## src/rtl/avst_pkt_gen_pkg.sv

```systemverilog
`default_nettype none
// ============================================================================
// Module   : avst_pkt_gen_pkg
// Brief    : Shared constants, FSM state encoding and beat record for
//            the Avalon-ST packet generator.
// Revision : 1.0
// ============================================================================
package avst_pkt_gen_pkg;

    localparam int c_SYMBOLS = 64;
    localparam int c_SYM_W   = 8;
    localparam int c_DATA_W  = c_SYMBOLS * c_SYM_W;
    localparam int c_EMPTY_W = 6;
    localparam int c_LEN_W   = 16;

    typedef enum logic [0:0] {
        ST_IDLE = 1'b0,
        ST_SEND = 1'b1
    } state_t;

    typedef struct packed {
        logic                 sop;
        logic                 eop;
        logic [c_EMPTY_W-1:0] empty;
        logic                 error;
        logic [c_DATA_W-1:0]  data;
    } beat_t;

endpackage : avst_pkt_gen_pkg
`default_nettype wire

```

## src/rtl/avst_pkt_gen_beat_fmt.sv

```systemverilog
`default_nettype none
// ============================================================================
// Module   : avst_pkt_gen_beat_fmt
// Brief    : Combinational beat formatter: incrementing-byte payload from
//            (base, rem), plus end-of-packet flag and empty count.
// Revision : 1.0
// ============================================================================
module avst_pkt_gen_beat_fmt
    import avst_pkt_gen_pkg::*;
(
    input  logic [c_SYM_W-1:0]   i_base,
    input  logic [c_LEN_W:0]     i_rem,
    output logic [c_DATA_W-1:0]  o_data,
    output logic                 o_eop,
    output logic [c_EMPTY_W-1:0] o_empty
);

    // Symbol 0 sits in the most significant byte; symbols past the end are zero.
    for (genvar gi = 0; gi < c_SYMBOLS; gi++) begin : g_sym
        localparam logic [c_LEN_W:0]   c_IDX = (c_LEN_W + 1)'(gi);
        localparam logic [c_SYM_W-1:0] c_OFF = c_SYM_W'(gi);
        assign o_data[c_DATA_W-1-gi*c_SYM_W -: c_SYM_W] =
            (i_rem > c_IDX) ? (i_base + c_OFF) : '0;
    end

    assign o_eop = (i_rem <= (c_LEN_W + 1)'(c_SYMBOLS));

    // 64 - rem modulo 64 is exactly the negated low bits; rem == 64 yields 0.
    assign o_empty = o_eop ? (c_EMPTY_W'(0) - i_rem[c_EMPTY_W-1:0]) : '0;

endmodule : avst_pkt_gen_beat_fmt
`default_nettype wire

```

## src/rtl/avst_pkt_gen.sv

```systemverilog
`default_nettype none
// ============================================================================
// Module   : avst_pkt_gen
// Brief    : Avalon-ST packet source. One command per packet, SOP/EOP/empty
//            framed beats of incrementing bytes under ready/valid backpressure.
//            Optional macro AVST_PKT_GEN_ERR_INJ_EN drives out_error on EOP.
// Revision : 1.0
// ============================================================================
module avst_pkt_gen
    import avst_pkt_gen_pkg::*;
#(
    parameter int SYMBOLS_PER_BEAT = 64,
    parameter int BITS_PER_SYMBOL  = 8,
    parameter int EMPTY_WIDTH      = 6,
    parameter int LEN_WIDTH        = 16
) (
    input  logic                                    clk,
    input  logic                                    reset,
    input  logic                                    cmd_valid,
    output logic                                    cmd_ready,
    input  logic [LEN_WIDTH-1:0]                    cmd_len,
    input  logic [7:0]                              cmd_seed,
    input  logic                                    cmd_err,
    input  logic                                    out_ready,
    output logic                                    out_valid,
    output logic                                    out_startofpacket,
    output logic                                    out_endofpacket,
    output logic [EMPTY_WIDTH-1:0]                  out_empty,
    output logic                                    out_error,
    output logic [SYMBOLS_PER_BEAT*BITS_PER_SYMBOL-1:0] out_data,
    output logic                                    busy,
    output logic [31:0]                             pkt_count
);

    state_t              r_state;
    state_t              w_state_nxt;
    logic                r_cmd_ready;
    logic                r_valid;
    beat_t               r_beat;
    logic [c_LEN_W:0]    r_rem;
    logic [c_SYM_W-1:0]  r_base;
    logic [31:0]         r_pkt_count;

    logic                w_cmd_fire;
    logic                w_start;
    logic                w_accept;
    logic                w_adv;
    logic                w_last;
    logic [c_SYM_W-1:0]  w_fmt_base;
    logic [c_LEN_W:0]    w_fmt_rem;
    logic [c_DATA_W-1:0] w_fmt_data;
    logic                w_fmt_eop;
    logic [c_EMPTY_W-1:0] w_fmt_empty;
    logic                w_beat_err;

    // State register
    always_ff @(posedge clk) begin
        if (reset) begin
            r_state <= ST_IDLE;
        end else begin
            r_state <= w_state_nxt;
        end
    end

    // Next-state logic
    always_comb begin
        w_state_nxt = r_state;
        case (r_state)
            ST_IDLE: if (w_start) w_state_nxt = ST_SEND;
            ST_SEND: if (w_last)  w_state_nxt = ST_IDLE;
            default: w_state_nxt = ST_IDLE;
        endcase
    end

    // Handshake strobes and formatter operand select. In IDLE the first beat
    // is built straight from the command; in SEND the following beat is built
    // one beat ahead so an accept never leaves a bubble.
    always_comb begin
        w_cmd_fire = r_cmd_ready & cmd_valid;
        w_start    = w_cmd_fire & (cmd_len != '0);
        w_accept   = r_valid & out_ready;
        w_adv      = w_accept & ~r_beat.eop;
        w_last     = w_accept & r_beat.eop;
        if (r_state == ST_IDLE) begin
            w_fmt_base = cmd_seed;
            w_fmt_rem  = {1'b0, cmd_len};
        end else begin
            w_fmt_base = r_base + c_SYM_W'(c_SYMBOLS);
            w_fmt_rem  = r_rem - (c_LEN_W + 1)'(c_SYMBOLS);
        end
    end

    avst_pkt_gen_beat_fmt u_beat_fmt (
        .i_base  (w_fmt_base),
        .i_rem   (w_fmt_rem),
        .o_data  (w_fmt_data),
        .o_eop   (w_fmt_eop),
        .o_empty (w_fmt_empty)
    );

`ifdef AVST_PKT_GEN_ERR_INJ_EN
    logic r_err;

    always_ff @(posedge clk) begin
        if (reset) begin
            r_err <= 1'b0;
        end else if (w_start) begin
            r_err <= cmd_err;
        end
    end

    assign w_beat_err = w_fmt_eop & ((r_state == ST_IDLE) ? cmd_err : r_err);
`else
    logic w_unused_cmd_err;
    assign w_unused_cmd_err = cmd_err;
    assign w_beat_err       = 1'b0;
`endif

    // Output register and packet bookkeeping
    always_ff @(posedge clk) begin
        if (reset) begin
            r_cmd_ready <= 1'b0;
            r_valid     <= 1'b0;
            r_beat      <= '0;
            r_rem       <= '0;
            r_base      <= '0;
            r_pkt_count <= '0;
        end else begin
            r_cmd_ready <= (w_state_nxt == ST_IDLE);
            if (w_start || w_adv) begin
                r_valid <= 1'b1;
                r_rem   <= w_fmt_rem;
                r_base  <= w_fmt_base;
                r_beat  <= '{sop:   w_start,
                             eop:   w_fmt_eop,
                             empty: w_fmt_empty,
                             error: w_beat_err,
                             data:  w_fmt_data};
            end else if (w_last) begin
                r_valid     <= 1'b0;
                r_beat      <= '0;
                r_pkt_count <= r_pkt_count + 32'd1;
            end
        end
    end

    assign cmd_ready         = r_cmd_ready;
    assign out_valid         = r_valid;
    assign out_startofpacket = r_beat.sop;
    assign out_endofpacket   = r_beat.eop;
    assign out_empty         = r_beat.empty;
    assign out_error         = r_beat.error;
    assign out_data          = r_beat.data;
    assign busy              = (r_state == ST_SEND);
    assign pkt_count         = r_pkt_count;

endmodule : avst_pkt_gen
`default_nettype wire

```

## config.mk

```make
export PLATFORM = sky130hd
export DESIGN_NAME = avst_pkt_gen
export DESIGN_NICKNAME = d
export VERILOG_FILES = /design/src/rtl/avst_pkt_gen_pkg.sv /design/src/rtl/avst_pkt_gen_beat_fmt.sv /design/src/rtl/avst_pkt_gen.sv
export SDC_FILE = /design/constraint.sdc
export NUM_CORES = 1
export LEC_CHECK = 0
export CAP_MARGIN = 20
export CORE_AREA = 4 4 229 231
export CTS_CLUSTER_DIAMETER = 100
export CTS_CLUSTER_SIZE = 8
export DETAILED_ROUTE_END_ITERATION = 7
export DIE_AREA = 0 0 233 235
export DONT_BUFFER_PORTS = 1
export GPL_TIMING_DRIVEN = 0
export SLEW_MARGIN = 20
export SYNTH_ARGS = -nofsm -noshare
export SYNTH_HDL_FRONTEND = slang
export SYNTH_SLANG_ARGS = --single-unit
```

## constraint.sdc

```tcl
create_clock -name clk -period 12.1 [get_ports clk]
set_clock_uncertainty 0.05 [all_clocks]
set_input_delay 1.815 -clock clk [delete_from_list [all_inputs] [get_ports clk]]
set_output_delay 1.815 -clock clk [all_outputs]
set_load 0.02 [all_outputs]
```

-- Word-level counts from Yosys, hierarchy flattened
Index checks and enable logic that the tools add are counted.
- $add $sub $neg: 67
- $lt $le $gt $ge: 65
- mux-type cells: 74
- bitwise logic cells: 9
- reduce and logical (&&, ||, !) cells: 4
- operators with widths (operator ; number):
    $mux W521 ; 2
    $gt A17 B6 Y1 const B ; 32
    $mux W8 ; 65
    $gt A17 B5 Y1 const B ; 16
    $add A8 B6 Y8 const B ; 32
    $gt A17 B4 Y1 const B ; 8
    $add A8 B5 Y8 const B ; 16
    $gt A17 B3 Y1 const B ; 4
    $add A8 B4 Y8 const B ; 8
    $gt A17 B1 Y1 const B ; 2
    $gt A17 B2 Y1 const B ; 2
    $add A32 B1 Y32 const B ; 1
    $add A8 B3 Y8 const B ; 4
    $le A17 B7 Y1 const B ; 1
    $mux W17 ; 1
    $sub A17 B7 Y17 const B ; 1
    $add A8 B2 Y8 const B ; 2
    $reduce_bool A16 Y1 ; 1
    $add A8 B1 Y8 const B ; 1
    $add A8 B7 Y8 const B ; 1
    $mux W6 ; 1
    $sub A1 B6 Y6 const A ; 1
    $and A1 B1 Y1 ; 5
    $mux W1 ; 4
    5 further kinds ; 8
- register bits: 580
- bits of input ports: 29
- output and inout bits: 556
- logic and storage cells: 229

-- Depth between registers and ports, before layout
Gate-level depths: netlist of run 1.
- word-level depth: 5
- depth in mapped cells: 16
- depth with buffers taken out: 10

-- Modules after synthesis
A second synthesis of run 1 with hierarchy kept.
- cells, all modules: 3288
- area total of the unflattened synthesis: 26729.4 sq um
- by module, submodules not included (module ; instances ; cells an instance ; area an instance (sq um) ; seq. area each (sq um)):
    avst_pkt_gen ; 1 ; 2118 ; 20010.4 ; 11611.1
    avst_pkt_gen_beat_fmt ; 1 ; 1170 ; 6718.9 ; 0.0

-- Worst setup path before layout of run 1
No wires, ideal clock.
- path type: input to register
- start point: input cmd_seed[4]
- end point: register r_beat (netlist bit out_data[151])
- setup time: 0.117 ns
- arrival time: 4.468 ns
- data required time: 11.933 ns
- slack: 7.464 ns
- stages: 13
- path buffers: 4
- cells stage by stage: mux2i_1 > inv_1 > buf_1 > buf_2 > ha_1 > clkbuf_1 > and2_1 > clkbuf_1 > nor2_1 > o21ai_0 > xor2_1 > nor2_1 > a32o_1
- cells in the longest elaborated chain, start to end: 4
- RTL lines (item ; line ; text):
    from (decl) ; avst_pkt_gen.sv:22 ; input logic [7:0] cmd_seed,
    $mux W8 ; avst_pkt_gen.sv:84 ; if (r_state == ST_IDLE) begin
    net u_beat_fmt.i_base[4] ; avst_pkt_gen_beat_fmt.sv:11 ; input logic [c_SYM_W-1:0] i_base,
    $add A8 B6 Y8 ; avst_pkt_gen_beat_fmt.sv:23 ; (i_rem > c_IDX) ? (i_base + c_OFF) : '0;
    $mux W8 ; avst_pkt_gen_beat_fmt.sv:23 ;
    $mux W521 ; avst_pkt_gen.sv:130 ; if (w_start || w_adv) begin
    to (signal assigned) ; avst_pkt_gen.sv:134 ; r_beat <= '{sop: w_start,
    to (decl) ; avst_pkt_gen.sv:39 ; beat_t r_beat;
The timed path passes the listed nets, and every way through them passes these cells.
A chain may end at the register's enable or synchronous reset.

-- Worst setup path in the final report of run 1
- start point: register r_state, in the netlist busy
- end point: register r_beat (netlist bit out_data[163])
- cells in the longest elaborated chain, start to end: 4
- elaborated cells between the ends (all ways): 6
- those cells by class: add/sub (1); order compare (1); mux (4)
- RTL lines (item ; line ; text):
    from (decl) ; avst_pkt_gen.sv:35 ; state_t r_state;
    from (signal assigned) ; avst_pkt_gen.sv:61 ; r_state <= w_state_nxt;
    $mux W8 ; avst_pkt_gen.sv:84 ;
    net u_beat_fmt.i_base[1] ; avst_pkt_gen_beat_fmt.sv:11 ;
    $add A8 B6 Y8 ; avst_pkt_gen_beat_fmt.sv:23 ;
    $mux W8 ; avst_pkt_gen_beat_fmt.sv:23 ;
    $mux W521 ; avst_pkt_gen.sv:130 ;
The timed path passes the listed nets, and every way through them passes these cells.

==> impl_results.rst, run 1 <==
.. list-table::
   :header-rows: 1

   * - Metric
     - Value
   * - Clock tree from TritonCTS
     - done
   * - Dominant cell type by area after synthesis
     - sky130_fd_sc_hd__dfxtp_1
   * - Average detailed-routed wire length per instance
     - 39.3 um
   * - Number of antenna violations at the first check in global routing
     - 4
   * - Area share of the largest cell type after synthesis
     - 0.478
   * - Final routed DRC violation total
     - 0
   * - Number of CTS-inserted buffers
     - 83
   * - Hold Fails Final Rpt
     - 0
   * - Sw frac
     - 0.341
   * - Dominant combinational cell family by area after synthesis
     - compound AO/OA/AOI/OAI gates
   * - CTS max path bufs
     - 3
   * - First-pass GRT wire length
     - 175,000 um
   * - Fin crit share
     - 0.516
   * - Setup tns final
     - 0 ns
   * - Horizontal extent of the die
     - 233 um
   * - Maximum fanout along the worst path
     - 12
   * - Number of placed instances with taps included
     - 3,187
   * - Area of the core region
     - 0.0501 mm2
   * - Adder-cell share of the synthesized area
     - 0.0149
   * - Routability cong.
     - 1.04
   * - Hold-fix buffer count after cts
     - 0
   * - Detailed-routing iteration count for the pre-antenna-repair pass
     - 6
   * - Tmin final
     - 6.25 ns
   * - Leak pwr
     - 10.1 nW
   * - Portion of total power attributed to the clock network
     - 0.382
   * - Gate count of the mapped netlist
     - 2,499
   * - Relative slew slack
     - 0.169
   * - Average footprint of a synthesized cell
     - 9.73 um2
   * - WS Path Type
     - reg2reg
   * - Die outline area
     - 0.0548 mm2
   * - Capturing element type of the critical path
     - register
   * - Boundary pin count
     - 585
   * - Internal power of the cells
     - 3.63 mW
   * - Share of cells above drive strength 1
     - 0.0790
   * - Via count of the first global-routing pass
     - 21.9k
   * - Post-CTS setup buffer count
     - 0
   * - Level count of the clock H-tree
     - 3
   * - Most common library cells after synthesis
     - 580 x sky130_fd_sc_hd__dfxtp_1, 225 x sky130_fd_sc_hd__nor2_1, 221 x sky130_fd_sc_hd__a32o_1
   * - Fraction of synthesized cell area in xor and xnor cells
     - 0.0789
   * - Cell Area, Synth
     - 0.0243 mm2
   * - NetSw
     - 1.87 mW
   * - Clk_lat worst skew
     - 0.65 ns
   * - Total power density per cell area
     - 198 mW/mm2
   * - Required time at the endpoint of the critical path
     - 12.61 ns
   * - Max IR drop VDD
     - 0.000120 V
   * - Share of the yosys chip area belonging to registers
     - 0.478
   * - Max_cap viols
     - 0
   * - Clock-pin slew reported for the worst setup and hold paths after clock tree synthesis
     - 0.05 ns
   * - Transition at the pin with the smallest max-transition slack
     - 1.24 ns
   * - Startpoint Class
     - register
   * - Result of the run
     - finished clean
   * - Floorplan row count
     - 82
   * - Final setup fails
     - 0
   * - Final max-slew violation count
     - 0
   * - Relative contribution of sequential cells to total power
     - 0.448
   * - Aggregate routed wire length
     - 129,000 um
   * - Largest cells by area after synthesis
     - sky130_fd_sc_hd__dfxtp_1 48%, sky130_fd_sc_hd__a32o_1 9.1%, sky130_fd_sc_hd__a22o_1 6.7%
   * - Vert. Die Dim
     - 235 um
   * - Initial standard-cell utilization of the core
     - 0.486
   * - Dominant synthesized flop cell
     - sky130_fd_sc_hd__dfxtp_1
   * - Count of vias placed by the detailed router
     - 23.4k
   * - RSZ-0062 raised after global routing
     - false
   * - Sum of buffers and inverters on the critical path
     - 6
   * - Sequence of cells on the critical path
     - buf_2 -> buf_1 -> buf_2 -> mux2i_2 -> buf_6 -> inv_1 -> clkbuf_1 -> ha_1 -> a21oi_1 -> xnor2_1 -> nor2_1 -> a22o_1
   * - Detailed-placement wirelength estimate
     - 99,200 um
   * - Area added between synthesis and finish
     - 14.1%
   * - Count of nets after finishing
     - 2,658
   * - Count of input and output buffers
     - 0
   * - Multiplexer share of the synthesized area
     - 0.00633
   * - CP Data Arrival Time
     - 6.76 ns
   * - Number of library cell types mapped by synthesis
     - 82
   * - Overflow left after global routing
     - 0
   * - Register bit count reported by yosys
     - 580
   * - Combinational group share of total power
     - 0.170
   * - Highest-delay cell along the critical path
     - sky130_fd_sc_hd__a21oi_1
   * - Count of flip-flops with a built-in enable after synthesis
     - 0
   * - Post-Syn Nets
     - 2,557
   * - Pin count of the biggest net entering global routing
     - 14
   * - Master cell of the clock root buffer
     - sky130_fd_sc_hd__clkbuf_16
   * - Total routing resource utilization after global routing
     - 0.447
   * - Most common cell in the netlist
     - sky130_fd_sc_hd__dfxtp_1
   * - Largest delay share family, worst path
     - buffers and inverters
   * - Hold Path Class
     - reg2reg
   * - Number of fill cells
     - 4,565
   * - Iter 0 DRT Violations
     - 2,913
   * - Vias per std cell
     - 7.14
   * - Final Non-Filler Cells
     - 3,283
   * - Total clock sinks
     - 580
   * - Yosys synthesis warning count
     - 0
   * - Delay contributed by the slowest stage of the critical path
     - 0.79 ns
   * - Worst-case hold slack
     - 0.443 ns
   * - Synthesized-area fraction occupied by and/or/nand/nor cells
     - 0.122
   * - Final ANT Viol Nets
     - 0
   * - Resized cells post-CTS
     - 0
   * - Cell occurring most often along the worst timing path
     - sky130_fd_sc_hd__buf_2
   * - Post-synth ARST share
     - 0
   * - Highest achievable clock rate
     - 160 MHz
   * - Post-synthesis compound-gate area fraction
     - 0.261
==> flip-flops by register name, summed over array words and instances (netlist names) <==
| register | flops |
|---|---|
| r_rem | 17 |
| busy | 1 |
| pkt_count | 32 |
| r_base | 8 |
| out_valid | 1 |
| out_endofpacket | 1 |
| out_data | 512 |
| cmd_ready | 1 |
| out_startofpacket | 1 |
| out_empty | 6 |
==> metrics by stage <==
stage / instance area [um2] / utilization / power (mW) / setup WS, ns
global route: 27800 / 0.554 / 5.61 / 5.78
detailed placement: 25500 / 0.509 / 3.38 / 6.00
global placement: 25200 / 0.502 / 3.35 / 5.05
floorplan: 24300 / - / 2.96 / 7.46
CTS: 27700 / 0.554 / 5.45 / 6.18
finish: 27800 / 0.554 / 5.50 / 5.85
==> placed cells by master (no fill, tap or decap), types with 32 or more instances in the layout <==
cell type / Yosys / routed
sky130_fd_sc_hd__dfxtp_1: 580 / 580
sky130_fd_sc_hd__nor2_1: 225 / 224
sky130_fd_sc_hd__a32o_1: 221 / 221
sky130_fd_sc_hd__nand2_1: 211 / 211
sky130_fd_sc_hd__a22o_1: 187 / 187
sky130_fd_sc_hd__clkbuf_1: 168 / 165
sky130_fd_sc_hd__xnor2_1: 155 / 153
sky130_fd_sc_hd__a21oi_1: 104 / 103
sky130_fd_sc_hd__o21ai_0: 88 / 86
sky130_fd_sc_hd__clkbuf_16: 0 / 83
sky130_fd_sc_hd__xor2_1: 64 / 64
sky130_fd_sc_hd__a32oi_1: 37 / 37
sky130_fd_sc_hd__a22oi_1: 35 / 34
sky130_fd_sc_hd__buf_2: 31 / 32
==> path summary, 6_finish.rpt <==
kind                           from                         end  slack, ns  cells past startpoint
min reg2reg  r_rem[15]$_SDFFE_PP0N_      r_rem[15]$_SDFFE_PP0N_       0.44                      2
max reg2reg         busy$_SDFF_PP0_  out_data[163]$_SDFFE_PP0P_       5.85                     12
max                 busy$_SDFF_PP0_  out_data[163]$_SDFFE_PP0P_       5.85                     12
min          r_rem[15]$_SDFFE_PP0N_      r_rem[15]$_SDFFE_PP0N_       0.44                      2
==> layout make-up <==
type,count,area (um2),area share
multi-input combinational,1679,11900,0.427
sequential,580,11600,0.418
clock buffer,85,2080,0.0751
buffer,217,871,0.0314
tap,672,841,0.0303
timing repair buffer,16,199,0.00717
clock inverter,9,194,0.00699
inverter,23,86.3,0.00311
antenna,2,5.00,0.000180
==> metal layers <==
layer	wire length, um	GRT usage	up-vias
met5	11	0	-
met1	46600	0.539	11700
li1	-	-	9453
met4	8920	0.251	2
met2	56200	0.683	1827
met3	17300	0.170	436
==> logic make-up (layout without fill, tap and decap cells) <==
kind of cell / Yosys count / in the layout
XOR/XNOR: 219 / 219
other: 1 / 3
AND/OR/NAND/NOR: 637 / 637
multiplexers: 15 / 15
AO/OA/AOI/OAI: 778 / 778
buffers and inverters: 240 / 350
adder cells (fa/ha/maj): 29 / 29
flip-flops: 580 / 580
==> power groups by stage <==
stage          Clock, mW  Combinational (mW)  Sequential, mW
3_5_place_dp           0               0.886            2.50
2_1_floorplan          0               0.560            2.40
6_report            2.10               0.933            2.46
4_1_cts             2.10               0.891            2.46
3_3_place_gp           0               0.863            2.49
5_1_grt             2.18               0.959            2.47
==> tightest hold or removal path, stage by stage, from the launching register on <==
cell                      delay (ns)
sky130_fd_sc_hd__dfxtp_1        0.32
sky130_fd_sc_hd__nand2_1        0.06
sky130_fd_sc_hd__a21oi_1        0.06
Note: power is estimated with default switching activity, not from simulation.
==> run 2, diff against run 1 <==
--- a/config.mk
+++ b/config.mk
@@ -13,6 +13,7 @@
 export DIE_AREA = 0 0 233 235
 export DONT_BUFFER_PORTS = 1
 export GPL_TIMING_DRIVEN = 0
+export PLACE_DENSITY = 0.66
 export SLEW_MARGIN = 20
 export SYNTH_ARGS = -nofsm -noshare
 export SYNTH_HDL_FRONTEND = slang
==> constraint.sdc (replaced) <==
create_clock -name clk -period 5.42 [get_ports clk]
set_clock_uncertainty 0.05 [all_clocks]
set_input_delay 0.813 -clock clk [delete_from_list [all_inputs] [get_ports clk]]
set_output_delay 0.813 -clock clk [all_outputs]
set_load 0.02 [all_outputs]
==> run 2 against run 1 <==
Compared with the run above:
- the flow now finishes with violations (negative setup slack)
- global-route usage is 0.55 points higher
- clock power is 120% higher
- non-clock buffer count is 6 lower
- critical path depth is 1 lower
- total power is 120% higher
- register-to-register slack worse by 5.9 ns
- routed wire length is 0.95% higher
- fmax is 15% higher
- sequential share of layout area hardly changed
- sequential cell count stayed put
- die area stayed put
==> impl_results.rst, run 2 (synthesis results as in run 1) <==
.. list-table::
   :header-rows: 1

   * - Metric
     - Value
   * - Result of the run
     - finished with violations (was finished clean)
   * - Failing checks
     - negative setup slack
   * - Share of cells above drive strength 1
     - 0.0827 (was 0.0790)
   * - Area added between synthesis and finish
     - 14.1% (about the same)
   * - Overflow left after global routing
     - 0 (unchanged)
   * - Initial standard-cell utilization of the core
     - 0.486 (unchanged)
   * - Cell area after placement
     - 0.0254 mm2 (was 0.0255 mm2)
   * - Leak pwr
     - 10.1 nW (about the same)
   * - Number of antenna violations at the first check in global routing
     - 10 (was 4)
   * - Vert. Die Dim
     - 235 um (unchanged)
   * - Floorplan row count
     - 82 (unchanged)
   * - Boundary pin count
     - 585 (unchanged)
   * - Worst-case setup margin in the final layout
     - -0.0227 ns (was 5.85 ns)
   * - Final Non-Filler Cells
     - 3,272 (was 3,283)
   * - Max_cap viols
     - 0 (unchanged)
   * - Level count of the clock H-tree
     - 3 (unchanged)
   * - Routability cong.
     - 1.03 (was 1.04)
   * - Detailed-routing iteration count for the pre-antenna-repair pass
     - 6 (unchanged)
   * - Detailed-placement wirelength estimate
     - 100,000 um (was 99,200 um)
   * - Total clock sinks
     - 580 (unchanged)
   * - Final ANT Viol Nets
     - 0 (unchanged)
   * - Area of the core region
     - 0.0501 mm2 (unchanged)
   * - Crit path launch
     - busy$_SDFF_PP0_ (unchanged)
   * - Number of placed instances with taps included
     - 3,180 (was 3,187)
   * - Capturing element type of the critical path
     - register (unchanged)
   * - Final max-slew violation count
     - 0 (unchanged)
   * - CTS max path bufs
     - 3 (unchanged)
   * - Commonest cells after routing, fill and taps aside
     - 580 x sky130_fd_sc_hd__dfxtp_1, 223 x sky130_fd_sc_hd__nor2_1, 221 x sky130_fd_sc_hd__a32o_1 (was 580 x sky130_fd_sc_hd__dfxtp_1, 224 x sky130_fd_sc_hd__nor2_1, 221 x sky130_fd_sc_hd__a32o_1)
   * - Worst Min Path Start
     - out_ready (was r_rem[15]$_SDFFE_PP0N_)
   * - Commonest non-fill, non-tap cell in the layout
     - sky130_fd_sc_hd__dfxtp_1 (unchanged)
   * - Vias per std cell
     - 7.17 (was 7.14)
   * - Finished Cell Area
     - 0.0277 mm2 (was 0.0278 mm2)
   * - Number of CTS-inserted buffers
     - 82 (was 83)
   * - Tmin final
     - 5.44 ns (was 6.25 ns)
   * - Number of fill cells
     - 4,596 (was 4,565)
   * - Count of vias placed by the detailed router
     - 23.5k (was 23.4k)
   * - Horizontal extent of the die
     - 233 um (unchanged)
   * - WS Path Type
     - reg2reg (unchanged)
   * - Relative slew slack
     - 0.121 (was 0.169)
   * - Highest achievable clock rate
     - 184 MHz (was 160 MHz)
   * - Average detailed-routed wire length per instance
     - 39.8 um (was 39.3 um)
   * - Count of nets after finishing
     - 2,651 (was 2,658)
   * - Die outline area
     - 0.0548 mm2 (unchanged)
   * - Setup tns final
     - -0.0334 ns (was 0 ns)
   * - Max IR drop VDD
     - 0.000311 V (was 0.000120 V)
   * - Clock tree from TritonCTS
     - done (unchanged)
   * - Pin count of the biggest net entering global routing
     - 15 (was 14)
   * - Maximum fanout along the worst path
     - 13 (was 12)
   * - Clock-pin slew reported for the worst setup and hold paths after clock tree synthesis
     - 0.05 ns (about the same)
   * - Transition at the pin with the smallest max-transition slack
     - 1.32 ns (was 1.24 ns)
   * - Required time at the endpoint of the critical path
     - 5.93 ns (was 12.61 ns)
   * - RSZ-0062 raised after global routing
     - true (was false)
   * - Clk_lat worst skew
     - 0.66 ns (was 0.65 ns)
   * - Startpoint Class
     - register (unchanged)
   * - Startpoint of the worst register-to-register path
     - busy$_SDFF_PP0_ (unchanged)
   * - Total routing resource utilization after global routing
     - 0.452 (was 0.447)
   * - Hold-fix buffer count after cts
     - 0 (unchanged)
   * - Hold Path Class
     - in2reg (was reg2reg)
   * - Hold Fails Final Rpt
     - 0 (unchanged)
   * - Count of input and output buffers
     - 0 (unchanged)
   * - Aggregate routed wire length
     - 130,000 um (was 129,000 um)
   * - CP Data Arrival Time
     - 5.95 ns (was 6.76 ns)
   * - Final setup fails
     - 3 (was 0)
   * - Worst-case hold slack
     - 0.313 ns (was 0.443 ns)
   * - Final routed DRC violation total
     - 0 (unchanged)
   * - First-pass GRT wire length
     - 178,000 um (was 175,000 um)
   * - Master cell of the clock root buffer
     - sky130_fd_sc_hd__clkbuf_16 (unchanged)
   * - Iter 0 DRT Violations
     - 3,019 (was 2,913)
   * - Number of flip-flops in the largest register
     - 512 (unchanged)
   * - Total power density per cell area
     - 443 mW/mm2 (was 198 mW/mm2)
   * - Via count of the first global-routing pass
     - 22.2k (was 21.9k)
   * - Fin crit share
     - 1.00 (was 0.516)
   * - Worst setup slack after placement
     - -0.656 ns (was 6.00 ns)
-- run 2: changes by cell type in the layout (fill, tap and decap cells not counted), moves of 2 or more --
cell | before | now
sky130_fd_sc_hd__a21oi_1 | 103 | 101
sky130_fd_sc_hd__buf_1 | 16 | 14
sky130_fd_sc_hd__buf_16 | 2 | 0
sky130_fd_sc_hd__buf_4 | 5 | 7
sky130_fd_sc_hd__buf_6 | 8 | 4
sky130_fd_sc_hd__clkbuf_1 | 165 | 158
sky130_fd_sc_hd__clkbuf_2 | 5 | 7
sky130_fd_sc_hd__mux2i_1 | 7 | 5
sky130_fd_sc_hd__o21ai_1 | 5 | 3
sky130_fd_sc_hd__xnor2_1 | 153 | 150
sky130_fd_sc_hd__xnor2_2 | 2 | 5
-- run 2: power by group --
group | switching (mW) | internal [mW] | leakage [nW] | total [mW]
combinational | 1.45 | 0.663 | 4.28 | 2.11
sequential | 0.850 | 4.66 | 4.74 | 5.51
clock | 1.92 | 2.75 | 1.10 | 4.67
-- run 2: repair_timing --
item,CTS,global route
pin swaps,0,0
cloned,0,0
resized for setup,15,8
buffers inserted,1,1
endpoints found under the setup margin,117,56
-- run 2: through the flow --
stage | util | power, mW
floorplan | - | 6.61
detailed placement | 0.507 | 7.56
CTS | 0.553 | 12.2
finish | 0.554 | 12.3
global placement | 0.502 | 7.51
global route | 0.554 | 12.5
-- run 2: path summary, 6_finish.rpt --
check	to	slack, ns	cells past startpoint
max	out_data[166]$_SDFFE_PP0P_	-0.02	11
min	out_valid$_SDFFE_PP0P_	0.31	2
max reg2reg	out_data[166]$_SDFFE_PP0P_	-0.02	11
min reg2reg	r_base[0]$_SDFFE_PP0N_	0.45	2
-- run 2: cell type report --
type	instances	area, um2	area share
Tap cell	672	841	0.0303
Multi-Input combinational cell	1679	11900	0.430
Inverter	23	86.3	0.00311
Sequential cell	580	11600	0.419
Antenna cell	1	2.50	0.0000902
Buffer	215	881	0.0318
Clock inverter	8	210	0.00758
Clock buffer	82	2050	0.0740
Timing Repair Buffer	12	126	0.00456
-- run 2: critical path, cell delays in order (launching register included) --
cell	delay, ns
sky130_fd_sc_hd__dfxtp_1	0.60
sky130_fd_sc_hd__buf_2	0.36
sky130_fd_sc_hd__buf_2	0.33
sky130_fd_sc_hd__buf_2	0.36
sky130_fd_sc_hd__buf_2	0.39
sky130_fd_sc_hd__mux2i_2	0.58
sky130_fd_sc_hd__clkbuf_4	0.55
sky130_fd_sc_hd__ha_1	0.47
sky130_fd_sc_hd__clkbuf_1	0.64
sky130_fd_sc_hd__a21oi_1	0.20
sky130_fd_sc_hd__xnor2_1	0.58
sky130_fd_sc_hd__a22o_1	0.21
-- run 2: metal layers --
layer / track usage / wire length (um) / up-vias / share of wire
met5: 0.0152 / 164 / - / 0.0013
met1: 0.551 / 46600 / 11600 / 0.36
met3: 0.172 / 18300 / 465 / 0.14
met2: 0.676 / 55800 / 1964 / 0.43
li1: - / - / 9426 / -
met4: 0.271 / 9400 / 10 / 0.072
==> run 3, diff against run 2 <==
--- a/config.mk
+++ b/config.mk
@@ -5,7 +5,7 @@
 export SDC_FILE = /design/constraint.sdc
 export NUM_CORES = 1
 export LEC_CHECK = 0
-export CAP_MARGIN = 20
+export CAP_MARGIN = 0
 export CORE_AREA = 4 4 229 231
 export CTS_CLUSTER_DIAMETER = 100
 export CTS_CLUSTER_SIZE = 8
@@ -14,6 +14,7 @@
 export DONT_BUFFER_PORTS = 1
 export GPL_TIMING_DRIVEN = 0
 export PLACE_DENSITY = 0.66
+export SKIP_LAST_GASP = 1
 export SLEW_MARGIN = 20
 export SYNTH_ARGS = -nofsm -noshare
 export SYNTH_HDL_FRONTEND = slang
==> run 3 against run 2 <==
Compared with the run above:
- the run now ends clean
- worst hold slack worse by 0.0046 ns
- die area unchanged
- cell count up 0.12%
- total power down 0.24%
- critical endpoint is now out_data[436]$_SDFFE_PP0P_
- largest cell class unchanged
==> impl_results.rst, run 3 (synthesis results as in run 1) <==
.. list-table::
   :header-rows: 1

   * - Metric
     - Value
   * - Number of antenna violations at the first check in global routing
     - 5 (was 10)
   * - Detailed-routing iteration count for the pre-antenna-repair pass
     - 5 (was 6)
   * - Crit path launch
     - busy$_SDFF_PP0_ (unchanged)
   * - CP Data Arrival Time
     - 5.83 ns (was 5.95 ns)
   * - Area of the core region
     - 0.0501 mm2 (unchanged)
   * - Final routed DRC violation total
     - 0 (unchanged)
   * - Area added between synthesis and finish
     - 14.0% (was 14.1%)
   * - Detailed-placement wirelength estimate
     - 100,000 um (about the same)
   * - Pin count of the biggest net entering global routing
     - 15 (unchanged)
   * - Final ANT Viol Nets
     - 0 (unchanged)
   * - Hold-fix buffer count after cts
     - 0 (unchanged)
   * - Endpoint of the lowest-slack register-to-register path
     - out_data[436]$_SDFFE_PP0P_ (was out_data[166]$_SDFFE_PP0P_)
   * - Commonest non-fill, non-tap cell in the layout
     - sky130_fd_sc_hd__dfxtp_1 (unchanged)
   * - Vert. Die Dim
     - 235 um (unchanged)
   * - Fin crit share
     - 0.992 (was 1.00)
   * - Sequence of cells on the critical path
     - buf_2 -> buf_2 -> mux2i_1 -> inv_1 -> clkbuf_1 -> ha_1 -> clkbuf_1 -> nand2_1 -> nand2_1 -> xnor2_2 -> nor2_1 -> a32o_1 (was buf_2 -> buf_2 -> buf_2 -> buf_2 -> mux2i_2 -> clkbuf_4 -> ha_1 -> clkbuf_1 -> a21oi_1 -> xnor2_1 -> a22o_1)
   * - Count of nets after finishing
     - 2,652 (was 2,651)
   * - First-pass GRT wire length
     - 178,000 um (about the same)
   * - Area taken by multi-input logic gates
     - 0.0119 mm2 (about the same)
   * - Hold Fails Final Rpt
     - 0 (unchanged)
   * - Number of flip-flops in the largest register
     - 512 (unchanged)
   * - Total power density per cell area
     - 442 mW/mm2 (was 443 mW/mm2)
   * - Tmin final
     - 5.38 ns (was 5.44 ns)
   * - Die outline area
     - 0.0548 mm2 (unchanged)
   * - Routability cong.
     - 1.03 (unchanged)
   * - RSZ-0062 raised after global routing
     - false (was true)
   * - Transition at the pin with the smallest max-transition slack
     - 1.25 ns (was 1.32 ns)
   * - Aggregate routed wire length
     - 131,000 um (was 130,000 um)
   * - Worst setup slack after placement
     - -0.618 ns (was -0.656 ns)
   * - Maximum fanout along the worst path
     - 10 (was 13)
   * - Vias per std cell
     - 7.18 (was 7.17)
   * - Max_cap viols
     - 0 (unchanged)
   * - Number of fill cells
     - 4,631 (was 4,596)
   * - Worst-case setup margin in the final layout
     - 0.0432 ns (was -0.0227 ns)
   * - Hold Path Class
     - in2reg (unchanged)
   * - Floorplan row count
     - 82 (unchanged)
   * - Delay contributed by the slowest stage of the critical path
     - 0.83 ns (was 0.64 ns)
   * - Leak pwr
     - 10.1 nW (about the same)
   * - Count of vias placed by the detailed router
     - 23.5k (about the same)
   * - CTS max path bufs
     - 3 (unchanged)
   * - Clock-pin slew reported for the worst setup and hold paths after clock tree synthesis
     - 0.05 ns (about the same)
   * - Master cell of the clock root buffer
     - sky130_fd_sc_hd__clkbuf_16 (unchanged)
   * - Horizontal extent of the die
     - 233 um (unchanged)
   * - Initial standard-cell utilization of the core
     - 0.486 (unchanged)
   * - Highest achievable clock rate
     - 186 MHz (was 184 MHz)
   * - Required time at the endpoint of the critical path
     - 5.88 ns (was 5.93 ns)
   * - Reg2reg setup slack
     - 0.04 ns (was -0.02 ns)
   * - Average detailed-routed wire length per instance
     - 39.9 um (was 39.8 um)
   * - Commonest cells after routing, fill and taps aside
     - 579 x sky130_fd_sc_hd__dfxtp_1, 223 x sky130_fd_sc_hd__nor2_1, 221 x sky130_fd_sc_hd__a32o_1 (was 580 x sky130_fd_sc_hd__dfxtp_1, 223 x sky130_fd_sc_hd__nor2_1, 221 x sky130_fd_sc_hd__a32o_1)
   * - Relative slew slack
     - 0.155 (was 0.121)
   * - Capturing element type of the critical path
     - register (unchanged)
   * - Boundary pin count
     - 585 (unchanged)
   * - Startpoint Class
     - register (unchanged)
   * - Result of the run
     - finished clean (was finished with violations)
   * - Startpoint of the worst register-to-register path
     - busy$_SDFF_PP0_ (unchanged)
   * - Number of CTS-inserted buffers
     - 82 (unchanged)
   * - Total clock sinks
     - 580 (unchanged)
   * - WS Path Type
     - reg2reg (unchanged)
   * - Final max-slew violation count
     - 0 (unchanged)
   * - Max IR drop VDD
     - 0.000285 V (was 0.000311 V)
   * - Setup crit end
     - out_data[436]$_SDFFE_PP0P_ (was out_data[166]$_SDFFE_PP0P_)
   * - Count of input and output buffers
     - 0 (unchanged)
   * - Share of cells above drive strength 1
     - 0.0834 (was 0.0827)
   * - Clk_lat worst skew
     - 0.65 ns (was 0.66 ns)
   * - Worst-case hold slack
     - 0.309 ns (was 0.313 ns)
   * - R2r worst-path depth
     - 12 (was 11)
   * - Seq. cell area
     - 0.0116 mm2 (about the same)
   * - Clock tree from TritonCTS
     - done (unchanged)
   * - Level count of the clock H-tree
     - 3 (unchanged)
   * - Highest-delay cell along the critical path
     - sky130_fd_sc_hd__mux2i_1 (was sky130_fd_sc_hd__clkbuf_1)
   * - Via count of the first global-routing pass
     - 22.2k (about the same)
   * - Total routing resource utilization after global routing
     - 0.454 (was 0.452)
   * - Iter 0 DRT Violations
     - 2,784 (was 3,019)
   * - Overflow left after global routing
     - 0 (unchanged)
   * - Final setup fails
     - 0 (was 3)
==> run 3: what timing repair did <==
item | 4_1_cts | 5_1_grt
setup endpoints to repair | 124 | 50
pin swaps | 0 | 3
gates resized for setup | 14 | 8
buffers inserted | 2 | 2
==> run 3: final cells by class <==
class / instances / share of cell area
multi-input combinational: 1679 / 0.430
inverter: 23 / 0.00312
clock inverter: 8 / 0.00668
tap: 672 / 0.0303
clock buffer: 83 / 0.0742
antenna: 3 / 0.000271
timing repair buffer: 12 / 0.00451
buffer: 216 / 0.0320
sequential: 580 / 0.419
==> run 3: where the power goes <==
part           switching, mW  internal (mW)  total [mW]
Combinational           1.45          0.658        2.10
Sequential             0.853           4.66        5.51
Clock                   1.94           2.70        4.64
Total                   4.24           8.02        12.3
==> run 3: stage by stage <==
stage	power, mW	instance area, um2	utilization	setup TNS (ns)	std cells
finish	12.3	27700	0.554	0	3276
global route	12.5	27700	0.553	0	3274
CTS	12.1	27700	0.553	0	3271
detailed placement	7.56	25400	0.507	-23.36	3179
global placement	7.51	25200	0.502	-281.36	3171
floorplan	6.61	24300	-	0	2499
==> run 3: critical path, delay by kind of cell, from the launching register on <==
| family | cells | cell delay (ns) |
|---|---|---|
| AO/OA/AOI/OAI | 1 | 0.36 |
| flip-flops | 1 | 0.47 |
| buffers and inverters | 5 | 1.79 |
| AND/OR/NAND/NOR | 3 | 0.71 |
| XOR/XNOR | 1 | 0.56 |
| adder cells (fa/ha/maj) | 1 | 0.45 |
| multiplexers | 1 | 0.83 |
==> run 3: routing by layer <==
layer | GRT usage | wire, um
met5 | 0 | 139
met4 | 0.272 | 9750
met3 | 0.183 | 18500
met2 | 0.680 | 55700
met1 | 0.547 | 46500
==> run 3: worst min path at each step <==
stage	start	to	slack (ns)	depth (start not counted)
2_1_floorplan	r_base[0]$_SDFFE_PP0N_	r_base[0]$_SDFFE_PP0N_	0.41	2
3_3_place_gp	r_rem[15]$_SDFFE_PP0N_	r_rem[15]$_SDFFE_PP0N_	0.42	2
3_5_place_dp	r_base[0]$_SDFFE_PP0N_	r_base[0]$_SDFFE_PP0N_	0.45	2
4_1_cts	out_ready	out_valid$_SDFFE_PP0P_	0.29	2
5_1_grt	out_ready	out_valid$_SDFFE_PP0P_	0.32	2
6_report	out_ready	out_valid$_SDFFE_PP0P_	0.31	2
